<file path="src/rtl/regfile_scoreboard.sv">
// Dual-write, triple-read register file with a per-register busy scoreboard.
// Optional same-cycle write-to-read bypass is enabled by defining RF_BYPASS_EN.
module regfile_scoreboard #(
    parameter int RF_WIDTH   = 3,
    parameter int DATA_WIDTH = 16
) (
    input  logic                  clk,
    input  logic                  reset,
    input  logic [RF_WIDTH-1:0]   readAddr1,
    input  logic [RF_WIDTH-1:0]   readAddr2,
    input  logic [RF_WIDTH-1:0]   readAddr3,
    output logic [DATA_WIDTH-1:0] readData1,
    output logic [DATA_WIDTH-1:0] readData2,
    output logic [DATA_WIDTH-1:0] readData3,
    output logic                  readBusy1,
    output logic                  readBusy2,
    output logic                  readBusy3,
    input  logic                  writeEn1,
    input  logic [RF_WIDTH-1:0]   writeAddr1,
    input  logic [DATA_WIDTH-1:0] writeData1,
    input  logic                  writeEn2,
    input  logic [RF_WIDTH-1:0]   writeAddr2,
    input  logic [DATA_WIDTH-1:0] writeData2,
    input  logic                  issueEn,
    input  logic [RF_WIDTH-1:0]   issueAddr,
    output logic [RF_WIDTH:0]     busyCount,
    output logic                  writeCollision
);

    localparam int NREG = 2 ** RF_WIDTH;
    localparam int CW   = RF_WIDTH + 1;

    logic [DATA_WIDTH-1:0] r_mem [NREG];
    logic [NREG-1:0]       r_busy;
    logic [CW-1:0]         r_busy_count;
    logic                  r_write_collision;

    logic                  w_we1;
    logic                  w_we2;
    logic                  w_iss;
    logic                  w_coll;
    logic [DATA_WIDTH-1:0] w_mem_nxt [NREG];
    logic [NREG-1:0]       w_busy_nxt;
    logic [RF_WIDTH-1:0]   w_raddr [3];
    logic [DATA_WIDTH-1:0] w_rdata [3];
    logic                  w_rbusy [3];

    function automatic logic [CW-1:0] popcount(input logic [NREG-1:0] v);
        logic [CW-1:0] c;
        c = {CW{1'b0}};
        for (int i = 0; i < NREG; i++) begin
            c = c + {{(CW-1){1'b0}}, v[i]};
        end
        return c;
    endfunction

    // Register 0 never takes a write or an issue, so qualify everything by a non-zero address.
    assign w_we1  = writeEn1 && (writeAddr1 != {RF_WIDTH{1'b0}});
    assign w_we2  = writeEn2 && (writeAddr2 != {RF_WIDTH{1'b0}});
    assign w_iss  = issueEn  && (issueAddr  != {RF_WIDTH{1'b0}});
    assign w_coll = w_we1 && w_we2 && (writeAddr1 == writeAddr2);

    assign w_raddr[0] = readAddr1;
    assign w_raddr[1] = readAddr2;
    assign w_raddr[2] = readAddr3;

    // Next-state of storage and scoreboard: port 1 beats port 2, issue beats writeback.
    always_comb begin
        for (int i = 0; i < NREG; i++) begin
            w_mem_nxt[i]  = r_mem[i];
            w_busy_nxt[i] = r_busy[i];
            if (i == 0) begin
                w_mem_nxt[i]  = {DATA_WIDTH{1'b0}};
                w_busy_nxt[i] = 1'b0;
            end else begin
                if (w_we1 && (writeAddr1 == RF_WIDTH'(i))) begin
                    w_mem_nxt[i] = writeData1;
                end else if (w_we2 && (writeAddr2 == RF_WIDTH'(i))) begin
                    w_mem_nxt[i] = writeData2;
                end else begin
                    w_mem_nxt[i] = r_mem[i];
                end
                if (w_iss && (issueAddr == RF_WIDTH'(i))) begin
                    w_busy_nxt[i] = 1'b1;
                end else if ((w_we1 && (writeAddr1 == RF_WIDTH'(i))) ||
                             (w_we2 && (writeAddr2 == RF_WIDTH'(i)))) begin
                    w_busy_nxt[i] = 1'b0;
                end else begin
                    w_busy_nxt[i] = r_busy[i];
                end
            end
        end
    end

    // Storage, scoreboard, busy population count and collision flag.
    always_ff @(posedge clk or negedge reset) begin
        if (!reset) begin
            for (int i = 0; i < NREG; i++) begin
                r_mem[i] <= {DATA_WIDTH{1'b0}};
            end
            r_busy            <= {NREG{1'b0}};
            r_busy_count      <= {CW{1'b0}};
            r_write_collision <= 1'b0;
        end else begin
            for (int i = 0; i < NREG; i++) begin
                r_mem[i] <= w_mem_nxt[i];
            end
            r_busy            <= w_busy_nxt;
            r_busy_count      <= popcount(w_busy_nxt);
            r_write_collision <= w_coll;
        end
    end

    // Read muxes; the bypass forwards writeback data and hides the busy bit it is about to clear.
    always_comb begin
        for (int k = 0; k < 3; k++) begin
            w_rdata[k] = r_mem[w_raddr[k]];
            w_rbusy[k] = r_busy[w_raddr[k]];
`ifdef RF_BYPASS_EN
            if (w_we1 && (writeAddr1 == w_raddr[k])) begin
                w_rdata[k] = writeData1;
                w_rbusy[k] = w_iss && (issueAddr == w_raddr[k]);
            end else if (w_we2 && (writeAddr2 == w_raddr[k])) begin
                w_rdata[k] = writeData2;
                w_rbusy[k] = w_iss && (issueAddr == w_raddr[k]);
            end else begin
                w_rdata[k] = r_mem[w_raddr[k]];
                w_rbusy[k] = r_busy[w_raddr[k]];
            end
`endif
            if (w_raddr[k] == {RF_WIDTH{1'b0}}) begin
                w_rdata[k] = {DATA_WIDTH{1'b0}};
                w_rbusy[k] = 1'b0;
            end else begin
                w_rdata[k] = w_rdata[k];
                w_rbusy[k] = w_rbusy[k];
            end
        end
    end

    assign readData1      = w_rdata[0];
    assign readData2      = w_rdata[1];
    assign readData3      = w_rdata[2];
    assign readBusy1      = w_rbusy[0];
    assign readBusy2      = w_rbusy[1];
    assign readBusy3      = w_rbusy[2];
    assign busyCount      = r_busy_count;
    assign writeCollision = r_write_collision;

endmodule

</file>
<file path="config.mk">
export PLATFORM = sky130hd
export DESIGN_NAME = regfile_scoreboard
export DESIGN_NICKNAME = d
export VERILOG_FILES = /design/src/rtl/regfile_scoreboard.sv
export SDC_FILE = /design/constraint.sdc
export NUM_CORES = 1
export LEC_CHECK = 0
export ABC_AREA = 0
export BUFFER_PORTS_ARGS = -buffer_cell sky130_fd_sc_hd__buf_2
export CORE_MARGIN = 2
export CORE_UTILIZATION = 58
export DETAILED_ROUTE_END_ITERATION = 6
export PLACE_DENSITY = 0.8
export SETUP_SLACK_MARGIN = 0.05
export SYNTH_ARGS = -nofsm -noshare
export SYNTH_HDL_FRONTEND = slang
export SYNTH_SLANG_ARGS = --single-unit
export TNS_END_PERCENT = 1
</file>
<file path="constraint.sdc">
create_clock -name clk -period 4.3 [get_ports clk]
set_clock_uncertainty 0.05 [all_clocks]
set_input_delay 0.215 -clock clk [delete_from_list [all_inputs] [get_ports clk]]
set_output_delay 0.215 -clock clk [all_outputs]
set_load 0.03 [all_outputs]
</file>
==> summary.md <==
## CTS
• 4 — depth of the CTS H-tree
• 0 — post-CTS setup repair buffer count
• yes — CTS tree
• clkbuf_16 — CTS root buf
• 0 — number of gates resized after CTS
• 123 — clk sinks
• 0.05 ns — Clock transition at path regs
• 17 — number of buffers inserted during clock tree synthesis
• 2 — buffer levels on the longest clock path
• 0.41 ns — later-pin clock latency in the skew report

## Yosys
• 0 — Synthesis Warnings
• 38 — post-synth cell types
• 10.4 µm² — Post-Synthesis Mean Instance Area
• 0.200% — parity-gate share of the synthesized area counting xor and xnor cells
• 0 — EDFF count, synth
• 15.2% — area fraction in compound gates after synthesis
• 8770 µm² — total standard cell area after synthesis
• 32.4% — mux share of post-synthesis cell area
• 906 — Post-Synthesis Net Count
• dfrtp_1 — dominant synthesized flop cell
• 847 — instance count of the mapped netlist
• 35.1% — register area share after synthesis
• 8.53% — post-synthesis share of cell area spent on and, or, nand and nor gates
• 0.913% — area share of fa/ha/maj cells after synthesis
• multiplexers — main combinational cell family by area after synthesis
• 123 — post-synthesis register bit count
• 100% — Synth async-reset ratio

## Power and ir drop
• 4.41 nW — static leakage power
• 29.5% — relative contribution of the clock network to total power
• 37.4% — sequential group share of total power
• 0.000336 V — maximum vdd ir drop
• 464 nW/µm² — power density over the cells
• 35.4% — switching power as a share of total power
• 33.0% — combinational fraction of design power
• 1.60 mW — switching component of the power
• 2.91 mW — internal power of the cells

## Layout
• 10.8% — growth of design area from synthesis to finish
• 1,157 — final-layout fill cell count
• dfrtp_1, mux2i_1, buf_2 — most frequent cells in the layout
• 980 — number of nets in the layout
• 28.6% — ratio of cells with drive above 1 in the final layout
• 0 — number of antenna repair diodes
• dfrtp_1 — most common library cell in the layout ignoring fill and taps

## Floorplanning
• 44 — total number of placement rows
• 59.9% — initial core utilization
• 14,600 µm² — core footprint
• 111 — IO Count
• 16,100 µm² — die outline area
• 127 µm — height of the chip
• 127 µm — width of the die

## Global route
• 42,200 µm — first-pass GRT wire length
• 58 — maximum number of pins on one net before global-route repair
• 7,655 — number of global-route vias before repair
• 34.2% — All-Layer GR Usage
• 0 — initial antenna violation count
• 0 — GRT overflow

## Status
• completed — outcome

## Routing
• 6.82 — post-DR vias/cell
• 0 — number of antenna-violating nets in the routed design
• 7,608 — overall via count from detail_route
• 0 — DRC errors left
• 24.0 µm — WL/cell
• 26,800 µm — Total Routed Length
• 6 — first-pass detailed-route iteration total
• 998 — Iter 0 DRT Violations

## Critical path
• 3.05 ns — Crit path arrival time
• flip-flop to flip-flop — start-to-end type of the worst setup path
• 4.53 ns — endpoint required time on the critical path
• 8 — FF-to-FF path depth
• flip-flop — kind of end point of the critical path
• 4 — critical-path maximum fanout
• flip-flop — Critical Path Start Type

## STA
• 0 — Setup violations, final
• 1.48 ns — final worst setup slack
• 0 — number of max-slew violations in the final report
• 0.0439 ns — Fin Hold WS
• 65.5% — share of the cycle needed by the critical path after routing
• false — setup repair after global routing missed its margin
• 0.355 GHz — Highest Clock Rate
• 0 — hold violation count in the final report
• 0 ns — Setup TNS Final
• 40.6% — max-slew headroom at the worst pin
• 0.889 ns — slew at the pin closest to its max-slew limit
• 2.82 ns — Final Critical Period

## Placed design
• 1.21 ns — pre-CTS WS
• 16,200 µm — HPWL after detailed placement
• 109 — number of input and output port buffers inserted
• 0.855 — Final Wtd Congestion

## Job
• 0 — number of violations of the max-capacitance limit

## Worst hold path
• primary input to flip-flop — class of the tightest hold or removal check
• 3 — count of cells along the worst hold path

## through the flow
step | total power, mW | cell area [µm²] | std cells | util, %
after floorplan | 2.72 | 8770 | 847 | -
after global placement | 3.10 | 9170 | 1085 | 62.6
after detailed placement | 3.15 | 9170 | 1085 | 62.6
after CTS | 4.49 | 9720 | 1116 | 66.4
after global routing | 4.72 | 9720 | 1116 | 66.4
final | 4.51 | 9720 | 1116 | 66.4
## state kept, by name (all words and copies together) (netlist names)
register	flops
r_busy	7
r_mem	112
busyCount	3
writeCollision	1
## worst paths after layout
kind | startpoint | to | slack (ns)
setup reg to reg | r_busy[4]$_DFF_PN0_ | busyCount[1]$_DFF_PN0_ | 1.48
hold / removal | writeData1[14] | r_mem[110]$_DFFE_PN0P_ | 0.04
setup / recovery | r_busy[4]$_DFF_PN0_ | busyCount[1]$_DFF_PN0_ | 1.48
hold reg to reg | r_mem[61]$_DFFE_PN0P_ | r_mem[61]$_DFFE_PN0P_ | 0.55
max in group asynchronous | reset | r_mem[58]$_DFFE_PN0P_ | 2.77
min in group asynchronous | reset | writeCollision$_DFF_PN0_ | 0.38
## layout make-up
class | count | area (µm²) | area share (%)
Clock buffer | 21 | 470 | 4.84
Clock inverter | 9 | 72.6 | 0.747
Multi-Input combinational cell | 618 | 5020 | 51.7
Timing Repair Buffer | 136 | 753 | 7.75
Sequential cell | 123 | 3080 | 31.7
Tap cell | 184 | 230 | 2.37
Inverter | 25 | 93.8 | 0.965
## critical path: stages, from the launching register on
cell and delay [ns]:
dfrtp_1 0.42, nand2b_1 0.10, o32ai_1 0.13, fa_1 0.52
inv_1 0.05, fa_1 0.48, inv_1 0.05, fa_1 0.40
fa_1 0.49
## power by group through the flow
stage               clock (mW)  combinational [mW]  sequential (mW)
floorplan                    0                1.09             1.63
global placement             0                1.43             1.66
detailed placement           0                1.47             1.68
CTS                       1.33                1.48             1.67
global route              1.39                1.60             1.72
finish                    1.33                1.49             1.69
## cells in the mapped netlist, drive strengths merged, types with 2 or more instances
| cell | number | area share, % |
|---|---|---|
| mux4 | 51 | 13 |
| inv | 25 | 1.1 |
| fa | 4 | 0.91 |
| a22oi | 31 | 2.7 |
| o21a | 2 | 0.17 |
| buf | 54 | 5.4 |
| nor2b | 3 | 0.21 |
| nand4b | 6 | 0.60 |
| dfrtp | 123 | 35 |
| clkbuf | 27 | 1.2 |
| a221oi | 19 | 1.9 |
| o21ai | 83 | 4.7 |
| nor2 | 64 | 2.7 |
| nand3 | 4 | 0.23 |
| mux2 | 50 | 6.4 |
| a21oi | 84 | 4.8 |
| mux2i | 113 | 13 |
| and4bb | 6 | 0.86 |
| a211oi | 2 | 0.17 |
| nand2 | 81 | 3.5 |
| o32ai | 3 | 0.47 |
| nand4 | 2 | 0.14 |
| nand2b | 4 | 0.29 |
## cell families after synthesis
| group | count (synthesis) |
|---|---|
| AO/OA/AOI/OAI | 227 |
| multiplexers | 214 |
| AND/OR/NAND/NOR | 170 |
| flip-flops | 123 |
| buffers and inverters | 106 |
| adder cells (fa/ha/maj) | 4 |
| XOR/XNOR | 2 |
| other | 1 |
## routing by layer
layer	global-route usage, %	up-vias	wire (µm)
met4	15.1	0	991
met1	45.3	3714	10300
li1	-	3276	-
met5	0	-	0
met3	6.45	98	2560
met2	55.4	520	13000
## repair_timing
action | 4_1_cts | 5_1_grt
hold buffers | 1 | 0
setup endpoints to repair | 0 | 0
endpoints found under the hold margin | 55 | 0
Power figures use the tool's default switching activity.
